===== src/rtl/seq_fixedpoint_square.sv =====
// Multi-cycle signed fixed-point squarer, one shift-add per operand bit.
// Q(WII.WIF) in, Q(WOI.WOF) out with rounding, saturation and flow flags.
module seq_fixedpoint_square #(
  parameter int WII   = 10,
  parameter int WIF   = 13,
  parameter int WOI   = 13,
  parameter int WOF   = 13,
  parameter int ROOF  = 1,
  parameter int ROUND = 1
) (
  input  logic                 rstn,
  input  logic                 clk,
  input  logic                 i_valid,
  output logic                 i_ready,
  input  logic [WII+WIF-1:0]   in,
  output logic                 o_valid,
  output logic [WOI+WOF-1:0]   out,
  output logic                 upflow,
  output logic                 downflow
);

  localparam int N   = WII + WIF;
  localparam int WO  = WOI + WOF;
  localparam int LSH = (WOF >= 2*WIF) ? WOF - 2*WIF : 0;
  localparam int RSH = (WOF >= 2*WIF) ? 0 : 2*WIF - WOF;
  localparam int RB  = (RSH > 0) ? RSH - 1 : 0;
  localparam int SW  = 2*N + LSH + 1;
  localparam int CW  = (N > 1) ? $clog2(N) : 1;

  typedef enum logic [1:0] {
    IDLE,
    MUL,
    FMT
  } state_t;

  state_t          r_state;
  logic [N-1:0]    r_m;
  logic [2*N-1:0]  r_acc;
  logic [CW-1:0]   r_cnt;

  logic [N-1:0]    w_mag;
  logic [2*N-1:0]  w_add;
  logic            w_rbit;
  logic [SW-1:0]   w_scaled;
  logic            w_up;
  logic            w_dn;
  logic [WO-1:0]   w_out;

  assign i_ready = (r_state == IDLE);

  // Two's-complement negate; the most negative input maps to 2^(N-1).
  always_comb begin
    w_mag = in[N-1] ? (~in + N'(1)) : in;
  end

  always_comb begin
    w_add = '0;
    if (r_m[r_cnt])
      w_add = (2*N)'(r_m) << r_cnt;
  end

  // Round half up: the first discarded bit is added after the shift.
  always_comb begin
    w_rbit = 1'b0;
    if (ROUND != 0 && RSH > 0)
      w_rbit = r_acc[RB];
    w_scaled = ((SW'(r_acc) << LSH) >> RSH) + SW'(w_rbit);
    w_up     = |(w_scaled >> (WO-1));
    w_dn     = (r_m != '0) && (w_scaled == '0);
    w_out    = WO'(w_scaled);
    if (w_up && ROOF != 0)
      w_out = {1'b0, {(WO-1){1'b1}}};
  end

  always_ff @(posedge clk or negedge rstn) begin
    if (!rstn) begin
      r_state  <= IDLE;
      r_m      <= '0;
      r_acc    <= '0;
      r_cnt    <= '0;
      o_valid  <= 1'b0;
      out      <= '0;
      upflow   <= 1'b0;
      downflow <= 1'b0;
    end else begin
      o_valid <= 1'b0;
      unique case (r_state)
        IDLE: begin
          if (i_valid) begin
            r_m     <= w_mag;
            r_acc   <= '0;
            r_cnt   <= '0;
            r_state <= MUL;
          end
        end
        MUL: begin
          r_acc <= r_acc + w_add;
          r_cnt <= r_cnt + CW'(1);
          if (r_cnt == CW'(N-1))
            r_state <= FMT;
        end
        FMT: begin
          out      <= w_out;
          upflow   <= w_up;
          downflow <= w_dn;
          o_valid  <= 1'b1;
          r_state  <= IDLE;
        end
        default: r_state <= IDLE;
      endcase
    end
  end

endmodule

===== config.mk =====
export PLATFORM = sky130hd
export DESIGN_NAME = seq_fixedpoint_square
export DESIGN_NICKNAME = d
export VERILOG_FILES = /design/src/rtl/seq_fixedpoint_square.sv
export SDC_FILE = /design/constraint.sdc
export NUM_CORES = 1
export LEC_CHECK = 0
export ABC_AREA = 1
export CORE_UTILIZATION = 57
export DETAILED_ROUTE_END_ITERATION = 12
export DONT_BUFFER_PORTS = 1
export PLACE_DENSITY_LB_ADDON = 0.25
export SYNTH_ARGS = -nofsm -noshare
export SYNTH_HDL_FRONTEND = slang
export SYNTH_SLANG_ARGS = --single-unit

===== constraint.sdc =====
create_clock -name clk -period 3.94 [get_ports clk]
set_input_delay 0.788 -clock clk [delete_from_list [all_inputs] [get_ports clk]]
set_output_delay 0.788 -clock clk [all_outputs]
set_load 0.05 [all_outputs]

==> flow_summary.toml <==
[die]
die_h_um = 138.2
core_um2 = 18090
rows = 49
die_area_um2 = 19100
io_pins = 56
start_util_pct = 58.45
die_w_um = 138.2

[power_and_ir_drop]
power_density_nw_per_um2 = 963.2
p_leak_nw = 5.427
ir_drop_mv = 0.7074

[synthesis]
ys_seq_area_share_pct = 24.86
yosysWarningCount = 0
ys_seq_elements = 105
synth_ff_type = "dfrtp_1"
syn_inst = 1775
ys_types = 53
synth_edf_count = 0
synth.net_count = 1852
avgSynthCellArea_um2 = 5.956
syn_area_um2 = 10570
async_flop_share_pct = 100.0

[timing]
post-route-period-util_pct = 93.95
finalHoldViolations = 0
fmax_mhz = 270.2
whs_ns = 0.1019
slew_headroom_pct = 57.51
setup_viol = 0
finClkSkew_ns = 0.01602
finalSetupTns_ns = 0
grt_setup_unrepaired = "no"
layout_min_cycle_time_ns = 3.701
final_max_slew_viol_count = 0
worst-slew-pin-transition_ns = 0.6334

[clock_network]
numCtsBuffers = 9
cts.sinks = 105
htree_levels = 3
cts_tree = "yes"
cts.hold.buffers_added = 0
clockBufferDepth = 2
clk_latency_ns = 0.37
clk_pin_slew_ns = 0.09
cts_root_buf = "clkbuf_16"

[grt]
antenna_found_initial = 0
grt_pass1_wl_um = 58980
grt-ovfl-total = 0
grt_max_degree = 106
grt.total_usage_pct = 39.28
grt_pass1_vias = 11080

[layout]
n_antenna_cell = 0
final_common_cell = "nand2_1"
drive_gt1_share_pct = 6.464
fill_cells = 1772
layoutNonFillerInstCount = 2008
syn_to_final_growth_pct = 6.994
nets = 1852
layout_common_cells = "nand2_1, nor2_1, inv_1"

[worst_setup_path]
crit_fanout = 13
critical_path_class = "flip-flop to flip-flop"
path_depth = 21
crit_arrival_ns = 3.98
crit_family = "compound AO/OA/AOI/OAI gates"
cpMostUsedCell = "nand2_1"
worstSetupEndpointType = "flip-flop"
crit_path_max_incr_delay_ns = 0.43
cp_num_buf_inv = 2
rr_worst_depth = 21
critical_path_required_ns = 4.22
start_kind = "flip-flop"
crit_path_cell_trace = "inv_2, nand2_1, and2_0, nand2_1, o21ai_0, or2_2, o21ai_0, o21a_1, nand2_1, nand2_1, nand2_1, inv_1, ha_1, a21oi_1, o21ai_0, a21oi_1, o21a_1, nand3_1, nand2_1, nand2_1, o21ai_0"
critPathSlowestCell = "dfrtp_1"

[worst_hold_path]
hp-class = "input pin to async pin"

[outcome]
status = "complete, but fails checks"
failed_checks = "design-rule violations"

[detailed_routing]
wl_per_cell_um = 18.47
postRouteAntennaNets = 0
drt_iter0_markers = 1471
dr.pass1.iters = 11
vias = 12010
vias_per_cell = 5.981
drc = 14
totalWireLength_um = 37090

[job]
drv_cap = 0

[place]
place_inst = 1992
io_buffers = 0
routabilityCongestion = 1.102
dp_hpwl_um = 29730
worst paths after layout:
kind,slack (ns),end,from
max in group asynchronous,3.66,r_m[13],rstn
min,0.10,r_acc[26],rstn
min reg2reg,0.51,r_acc[6],r_acc[6]
max,0.24,r_acc[34],r_cnt[0]
min in group clk,0.51,r_acc[6],r_acc[6]
max reg2reg,0.24,r_acc[34],r_cnt[0]
layout make-up:
type                            instances  area, um^2  share of cell area, %
Inverter                              189       709.4                  6.272
Multi-Input combinational cell       1431        7049                  62.32
Timing Repair Buffer                   39       321.6                  2.843
Clock inverter                          5       87.58                 0.7743
Sequential cell                       105        2628                  23.23
Clock buffer                           10       229.0                  2.024
Tap cell                              229       286.5                  2.533
worst reg2reg max path, cell delays in order, from the launching register on:
cell and delay [ns]:
dfrtp_1 0.43, inv_2 0.17, nand2_1 0.06, and2_0 0.15, nand2_1 0.06, o21ai_0 0.13
or2_2 0.31, o21ai_0 0.17, o21a_1 0.20, nand2_1 0.06, nand2_1 0.06, nand2_1 0.07
inv_1 0.12, ha_1 0.31, a21oi_1 0.23, o21ai_0 0.19, a21oi_1 0.34, o21a_1 0.18
nand3_1 0.11, nand2_1 0.08, nand2_1 0.04, o21ai_0 0.17
cell families (layout without fill, tap and decap cells):
group	count (synthesis)	in the layout	synth area share, %
AO/OA/AOI/OAI	350	350	17.72
XOR/XNOR	25	25	2.071
adder cells (fa/ha/maj)	51	51	6.107
buffers and inverters	239	243	8.960
flip-flops	105	105	24.86
multiplexers	8	8	0.7575
AND/OR/NAND/NOR	997	997	39.53
sequential cells by signal, summed over array words and instances, names as in the netlist:
| register | count |
|---|---|
| r_acc | 46 |
| upflow | 1 |
| o_valid | 1 |
| r_cnt | 5 |
| r_m | 23 |
| r_state | 2 |
| out | 26 |
| downflow | 1 |
power breakdown:
group | switching, mW | internal (mW)
logic | 5.08 | 2.42
clock network | 0.453 | 0.562
registers | 0.862 | 1.52
total | 6.39 | 4.50
stage by stage:
stage,power (mW),area [um^2],util (%),worst slack [ns]
global placement,9.368,10940,60.46,0.2294
finish,10.89,11310,62.54,0.2385
CTS,10.49,11250,62.21,0.1413
floorplan,7.072,10570,-,0.8004
detailed placement,9.451,10940,60.46,0.1567
global route,11.70,11310,62.54,0.0002816
routing by layer:
metal	wire, um	track usage [%]
met2	16190	61.31
met4	1777	18.27
met3	3751	7.066
met1	15370	52.92
met5	0	0
cell usage after synthesis (3+ instances only):
| master | instances | area share, % |
|---|---|---|
| a21boi_0 | 3 | 0.21 |
| a21oi_1 | 101 | 4.8 |
| buf_1 | 7 | 0.25 |
| buf_2 | 6 | 0.28 |
| buf_4 | 3 | 0.21 |
| clkbuf_1 | 31 | 1.1 |
| clkinv_1 | 3 | 0.11 |
| dfrtp_1 | 105 | 25 |
| ha_1 | 50 | 5.9 |
| inv_1 | 182 | 6.5 |
| inv_2 | 4 | 0.14 |
| mux2i_1 | 8 | 0.76 |
| nand2_1 | 544 | 19 |
| nand2_2 | 4 | 0.24 |
| nand3_1 | 99 | 4.7 |
| nand3_2 | 4 | 0.38 |
| nand3b_1 | 17 | 1.2 |
| nand4_1 | 18 | 1.1 |
| nor2_1 | 249 | 8.8 |
| nor2_2 | 6 | 0.36 |
| nor3_1 | 20 | 0.95 |
| nor4_1 | 6 | 0.36 |
| o211ai_1 | 8 | 0.57 |
| o21a_1 | 9 | 0.64 |
| o21ai_0 | 191 | 9.0 |
| o21ai_1 | 6 | 0.28 |
| o21bai_1 | 4 | 0.28 |
| o22ai_1 | 15 | 0.89 |
| or2_2 | 20 | 1.2 |
| xnor2_1 | 6 | 0.50 |
| xor2_1 | 19 | 1.6 |
repair_timing:
item,4_1_cts,5_1_grt
resized for setup,0,41
setup endpoints to repair,0,24
setup buffers,0,1
(Power assumes the default switching activity.)
